### config.mk
export PLATFORM = sky130hd
export DESIGN_NAME = mem_port_arbiter
export DESIGN_NICKNAME = d
export VERILOG_FILES = /design/src/rtl/rv32_mem_pkg.sv /design/src/rtl/mem_arb_priority.sv /design/src/rtl/mem_port_arbiter.sv
export SDC_FILE = /design/constraint.sdc
export NUM_CORES = 1
export LEC_CHECK = 0
export CAP_MARGIN = 5
export CORE_MARGIN = 4
export CORE_UTILIZATION = 36
export DETAILED_ROUTE_END_ITERATION = 8
export GPL_TIMING_DRIVEN = 0
export PLACE_DENSITY = 0.84
export SLEW_MARGIN = 25
export SYNTH_ARGS = -nofsm -noshare
export SYNTH_HDL_FRONTEND = slang
export SYNTH_SLANG_ARGS = --single-unit
### constraint.sdc
create_clock -name clock -period 1.3 [get_ports clock]
set_clock_uncertainty 0.1 [all_clocks]
set_input_delay 0.13 -clock clock [delete_from_list [all_inputs] [get_ports clock]]
set_output_delay 0.13 -clock clock [all_outputs]
set_load 0.02 [all_outputs]
### src/rtl/rv32_mem_pkg.sv
// Shared types for the single-port memory arbiter: data width, requester
// identity and arbiter FSM state.
package rv32_mem_pkg;

    localparam int XLEN = 32;

    typedef enum logic [1:0] {
        OWN_NONE  = 2'd0,
        OWN_FETCH = 2'd1,
        OWN_LOAD  = 2'd2,
        OWN_STORE = 2'd3
    } owner_e;

    typedef enum logic {
        IDLE   = 1'b0,
        ACCESS = 1'b1
    } arb_state_e;

endpackage

### src/rtl/mem_arb_priority.sv
// Combinational winner selection: store > load > fetch, unless fetch has lost
// STARVE_LIMIT arbitrations in a row, in which case fetch wins outright.
module mem_arb_priority
    import rv32_mem_pkg::*;
#(
    parameter int STARVE_LIMIT = 4,
    parameter int CNT_W        = $clog2(STARVE_LIMIT + 1)
) (
    input  logic             fetch_req_i,
    input  logic             load_req_i,
    input  logic             store_req_i,
    input  logic [CNT_W-1:0] starve_cnt_i,
    output owner_e           winner_o
);

    logic starved;

    assign starved = (starve_cnt_i >= CNT_W'(STARVE_LIMIT));

    always_comb begin
        // NOTE: every output of a combinational block gets a default first, otherwise an uncovered path infers a latch.
        winner_o = OWN_NONE;
        if (fetch_req_i && starved) begin
            winner_o = OWN_FETCH;
        end else if (store_req_i) begin
            winner_o = OWN_STORE;
        end else if (load_req_i) begin
            winner_o = OWN_LOAD;
        end else if (fetch_req_i) begin
            winner_o = OWN_FETCH;
        end
    end

endmodule

### src/rtl/mem_port_arbiter.sv
// Shares one memory port between fetch, load and store requesters: one access
// in flight, combinational one-cycle grant, registered completion strobes.
module mem_port_arbiter #(
    parameter int STARVE_LIMIT = 4,
    parameter int XLEN         = rv32_mem_pkg::XLEN
) (
    input  logic            clock,
    input  logic            reset,

    input  logic            fetch_req,
    input  logic [XLEN-1:0] fetch_addr,
    output logic            fetch_grant,
    output logic            fetch_valid,
    output logic [XLEN-1:0] fetch_data,

    input  logic            load_req,
    input  logic [XLEN-1:0] load_addr,
    output logic            load_grant,
    output logic            load_valid,
    output logic [XLEN-1:0] load_data,

    input  logic            store_req,
    input  logic [XLEN-1:0] store_addr,
    input  logic [XLEN-1:0] store_data,
    output logic            store_grant,
    output logic            store_done,

    output logic            mem_req,
    output logic            mem_we,
    output logic [XLEN-1:0] mem_addr,
    output logic [XLEN-1:0] mem_wdata,
    input  logic            mem_ack,
    input  logic [XLEN-1:0] mem_rdata,

    output logic            busy
);

    import rv32_mem_pkg::*;

    localparam int CNT_W = $clog2(STARVE_LIMIT + 1);

    arb_state_e       state_q, state_d;
    owner_e           owner_q;
    owner_e           winner;
    logic [CNT_W-1:0] starve_cnt_q, starve_cnt_d;
    logic             mem_we_q;
    logic [XLEN-1:0]  mem_addr_q, mem_wdata_q;
    logic             fetch_valid_q, load_valid_q, store_done_q;
    logic [XLEN-1:0]  fetch_data_q, load_data_q;
    logic             arbitrate, complete;

    mem_arb_priority #(
        .STARVE_LIMIT (STARVE_LIMIT),
        .CNT_W        (CNT_W)
    ) u_priority (
        .fetch_req_i  (fetch_req),
        .load_req_i   (load_req),
        .store_req_i  (store_req),
        .starve_cnt_i (starve_cnt_q),
        .winner_o     (winner)
    );

    assign arbitrate = (state_q == IDLE) && (winner != OWN_NONE);
    assign complete  = (state_q == ACCESS) && mem_ack;

    always_ff @(posedge clock) begin
        // NOTE: sequential state uses non-blocking assignments so every register samples pre-edge values.
        if (!reset) begin
            state_q <= IDLE;
        end else begin
            state_q <= state_d;
        end
    end

    always_comb begin
        state_d = state_q;
        case (state_q)
            IDLE:    if (arbitrate) state_d = ACCESS;
            ACCESS:  if (mem_ack)   state_d = IDLE;
            default: state_d = IDLE;
        endcase
    end

    always_comb begin
        fetch_grant = 1'b0;
        load_grant  = 1'b0;
        store_grant = 1'b0;
        if (reset && state_q == IDLE) begin
            fetch_grant = (winner == OWN_FETCH);
            load_grant  = (winner == OWN_LOAD);
            store_grant = (winner == OWN_STORE);
        end
        mem_req = (state_q == ACCESS);
        busy    = mem_req | fetch_valid_q | load_valid_q | store_done_q;
    end

    // A lost arbitration only counts while fetch is actually asking.
    always_comb begin
        starve_cnt_d = starve_cnt_q;
        if (state_q == IDLE) begin
            if (!fetch_req || winner == OWN_FETCH) begin
                starve_cnt_d = '0;
            end else if (starve_cnt_q != CNT_W'(STARVE_LIMIT)) begin
                starve_cnt_d = starve_cnt_q + 1'b1;
            end
        end
    end

    always_ff @(posedge clock) begin
        if (!reset) begin
            owner_q       <= OWN_NONE;
            starve_cnt_q  <= '0;
            mem_we_q      <= 1'b0;
            mem_addr_q    <= '0;
            mem_wdata_q   <= '0;
            fetch_valid_q <= 1'b0;
            load_valid_q  <= 1'b0;
            store_done_q  <= 1'b0;
            fetch_data_q  <= '0;
            load_data_q   <= '0;
        end else begin
            starve_cnt_q  <= starve_cnt_d;
            fetch_valid_q <= complete && (owner_q == OWN_FETCH);
            load_valid_q  <= complete && (owner_q == OWN_LOAD);
            store_done_q  <= complete && (owner_q == OWN_STORE);

            if (arbitrate) begin
                owner_q  <= winner;
                mem_we_q <= (winner == OWN_STORE);
                case (winner)
                    OWN_FETCH: mem_addr_q <= fetch_addr;
                    OWN_LOAD:  mem_addr_q <= load_addr;
                    OWN_STORE: begin
                        mem_addr_q  <= store_addr;
                        mem_wdata_q <= store_data;
                    end
                    default: ;
                endcase
            end

            if (complete) begin
                owner_q  <= OWN_NONE;
                mem_we_q <= 1'b0;
                if (owner_q == OWN_FETCH) fetch_data_q <= mem_rdata;
                if (owner_q == OWN_LOAD)  load_data_q  <= mem_rdata;
            end
        end
    end

    assign mem_we      = mem_we_q;
    assign mem_addr    = mem_addr_q;
    assign mem_wdata   = mem_wdata_q;
    assign fetch_valid = fetch_valid_q;
    assign load_valid  = load_valid_q;
    assign store_done  = store_done_q;
    assign fetch_data  = fetch_data_q;
    assign load_data   = load_data_q;

endmodule

==> out/summary.txt <==
STA
--------------------------------------------------------------------------------
Post-route setup slack                                                   -419 ps
Final slew viol count                                                          0
Slew margin rel.                                                           59.7%
Setup repair after global routing missed its margin                         true
Worst Hold Margin                                                        35.6 ps
Final number of hold-violating endpoints                                       0
Timing-limited maximum frequency                                         582 MHz
Endpoints failing setup                                                      139
Final critical path time including I/O delays and setup                  1720 ps
Slew at the pin closest to its max-slew limit                             605 ps
Final period util                                                           132%

PWR
--------------------------------------------------------------------------------
Pwr/cell area                                                       1100 nW/um^2
Worst-case vdd ir drop                                                    925 uV
Static leakage power                                                  0.00421 uW

WORST SETUP PATH
--------------------------------------------------------------------------------
Crit start category                                                     register
Arr. time, crit path                                                     1490 ps
Endpoint of the worst-slack reg-to-reg timing path                  mem_addr[10]$_SDFFE_PN0P_
Element type at the critical path end                                output port
Required arrival time at the worst endpoint                              1070 ps
Startpoint of the worst register-to-register path                   mem_req$_SDFF_PN0_
Internal reg-to-reg setup slack                                          -270 ps
Critical path type                                                       reg2out
Cells on worst reg2reg path                                                    6
Worst-path maximum fanout                                                      4

FLOORPLAN
--------------------------------------------------------------------------------
Floorplan die area                                                    18500 um^2
Width of the die                                                          136 um
Area of the placeable core                                            15900 um^2
Number of rows in the core area                                               46
Initial Utilization                                                        36.9%
Vertical die dimension                                                    136 um
Number of ports placed on the die boundary                                   303

CLOCK NETWORK
--------------------------------------------------------------------------------
Maximum clock path buffer count                                                2
Sink count of the clock tree                                                 138
Clock Latency Late Sink                                                   420 ps
TritonCTS buffer count                                                        17
Root buffer selected by CTS                                         sky130_fd_sc_hd__clkbuf_16
Number of H-tree levels                                                        4
CTS clk-pin slew, worst paths                                              60 ps
CTS tree                                                                   built

GRT
--------------------------------------------------------------------------------
Global-route wire length before repair                                  32400 um
Maximum number of pins on one net before global-route repair                  17
Leftover overflow at the end of global routing                                 0
Number of global-route vias before repair                                   6231
Antenna violations before repair                                               0
Overall fraction of global-route tracks in use                             22.5%

PLACEMENT
--------------------------------------------------------------------------------
Total placed instance area                                             9230 um^2
Count of port buffers added during placement                                 301
Final Wtd Congestion                                                       0.780
HPWL after detailed placement                                           16000 um

ROUTE
--------------------------------------------------------------------------------
Residual DRC count                                                             0
Antenna-violating nets left                                                    0
Number of vias in the routed layout                                         6345
DRT Wirelength                                                          23600 um
Routed WL per cell                                                       18.9 um
Drt via density                                                             5.08
Number of iterations in the first detailed-routing pass                        4
Initial detailed-routing violation count                                     338

LOGIC SYNTHESIS
--------------------------------------------------------------------------------
Ranking of synthesized cells by area                                sky130_fd_sc_hd__dfxtp_1, sky130_fd_sc_hd__nand2_1, sky130_fd_sc_hd__a21boi_1
Synth top area share                                                       46.9%
Cells after synthesis                                                        662
Fraction of registers with async set/reset                                    0%
Cell Area, Synth                                                       5890 um^2
Number of flops mapped to enable cells by yosys                                0
Number of distinct library cells after synthesis                              35
Post-Syn Nets                                                                830
Most used flip-flop cell after synthesis                            sky130_fd_sc_hd__dfxtp_1
Number of warnings printed during yosys synthesis                              0
Average cell area after synthesis                                      8.90 um^2
Flip-flop and latch count after synthesis                                    138
Share of the yosys chip area belonging to registers                        46.9%
Library cell with the largest summed area after synthesis           sky130_fd_sc_hd__dfxtp_1

FINAL LAYOUT
--------------------------------------------------------------------------------
Commonest non-fill, non-tap cell in the layout                      sky130_fd_sc_hd__nand2_1
Fraction of final layout cells with drive strength greater than 1          32.7%
Finished Cell Area                                                    10800 um^2
Ant diodes                                                                     0
Most frequent cells in the layout                                   sky130_fd_sc_hd__nand2_1, sky130_fd_sc_hd__clkdlybuf4s50_1, sky130_fd_sc_hd__dfxtp_1
Layout overhead on the synthesized area                                    83.3%
Post-layout net count                                                       1192

MIN PATH
--------------------------------------------------------------------------------
HP Start                                                                   reset
Hold Crit Class                                                           in2reg
Worst hold path depth                                                          2
Worst-case hold path end point                                      mem_wdata[12]$_SDFFE_PN0P_

STATUS
--------------------------------------------------------------------------------
Status                                                              finished with violations
Violations in the final reports                                     negative setup slack

JOB
--------------------------------------------------------------------------------
Number of max-capacitance violations reported                                  0

[final cells by class]
| cell class | instances | area [um^2] |
|---|---|---|
| Buffer | 55 | 529 |
| Sequential cell | 138 | 2770 |
| Tap cell | 216 | 270 |
| Clock inverter | 7 | 93.8 |
| Clock buffer | 22 | 474 |
| Multi-Input combinational cell | 465 | 3230 |
| Fill cell | 1218 | 5150 |
| Inverter | 3 | 11.3 |
| Timing Repair Buffer | 344 | 3410 |
[critical path, cell delays in order, from the launching register on]
cell and delay (ps):
sky130_fd_sc_hd__dfxtp_4 370, sky130_fd_sc_hd__buf_8 130, sky130_fd_sc_hd__or4_4 410, sky130_fd_sc_hd__buf_6 150
[synth_stat cells, types with 2 or more instances]
library cell / instances
sky130_fd_sc_hd__a21oi_1: 4
sky130_fd_sc_hd__nor2_2: 2
sky130_fd_sc_hd__nor2b_1: 4
sky130_fd_sc_hd__dfxtp_1: 138
sky130_fd_sc_hd__a22oi_1: 2
sky130_fd_sc_hd__a221oi_2: 29
sky130_fd_sc_hd__buf_4: 8
sky130_fd_sc_hd__a21boi_0: 30
sky130_fd_sc_hd__buf_2: 18
sky130_fd_sc_hd__clkbuf_1: 21
sky130_fd_sc_hd__nand3_1: 5
sky130_fd_sc_hd__o21ai_0: 31
sky130_fd_sc_hd__a21boi_1: 66
sky130_fd_sc_hd__and2_1: 4
sky130_fd_sc_hd__and3_1: 3
sky130_fd_sc_hd__a22o_1: 31
sky130_fd_sc_hd__nor2_1: 35
sky130_fd_sc_hd__nand2_1: 200
sky130_fd_sc_hd__ha_1: 2
sky130_fd_sc_hd__buf_6: 10
sky130_fd_sc_hd__inv_1: 3
sky130_fd_sc_hd__or2_1: 2
sky130_fd_sc_hd__a221oi_1: 2
[flip-flops by register name, indices dropped and copies added, names as in the netlist, 2 cells and up]
signal and count:
mem_addr 32, load_data 32, mem_wdata 32, owner_q 2, fetch_data 32, starve_cnt_q 3
[cells by family after synthesis]
family | share of synthesized area, %
DFF | 46.9
adders and majority gates | 0.425
AOI/OAI and AO/OA | 28.5
and+or+nand+nor | 18.0
buffers and inverters | 5.99
muxes | 0.170
[routing by layer]
metal	track usage (%)	up-vias	part of all wire, %
met1	23.9	3018	37
met3	6.51	41	8.5
met2	41.6	286	52
met4	8.73	0	2.8
li1	-	3000	-
met5	0	-	0
[where the power goes]
group	switching [uW]	total, uW	internal, uW
Clock	1820	4760	2940
Sequential	128	4570	4440
Combinational	1180	2570	1390
Total	3130	11900	8770
[worst max path at each step]
stage | startpoint | to | slack [ps] | cells after the start
after floorplan | mem_req$_SDFF_PN0_ | load_data[11]$_SDFFE_PN0P_ | -20 | 5
after global placement | load_req | load_grant | -950 | 6
after detailed placement | load_req | load_grant | -960 | 6
after CTS | mem_req$_SDFF_PN0_ | busy | -420 | 3
after global routing | mem_req$_SDFF_PN0_ | busy | -460 | 3
final | mem_req$_SDFF_PN0_ | busy | -420 | 3
[what timing repair did]
item / CTS / global route
pin swaps: 36 / 56
hold buffers: 0 / 0
buffers inserted: 15 / 13
gates cloned: 6 / 10
setup endpoints to repair: 272 / 187
gates resized for setup: 430 / 190
[through the flow]
step	setup slack [ps]	power, uW	std cells	util (%)	setup TNS (ps)
after floorplan	-20.8	5610	662	-	-637
after global placement	-947	6740	1179	57.9	-64340
after detailed placement	-962	6770	1179	57.9	-66750
after CTS	-423	11600	1228	64.5	-19880
after global routing	-457	12300	1250	67.7	-32370
final	-419	11900	1250	67.7	-24100
No activity file was read; power rests on OpenSTA's default activity.
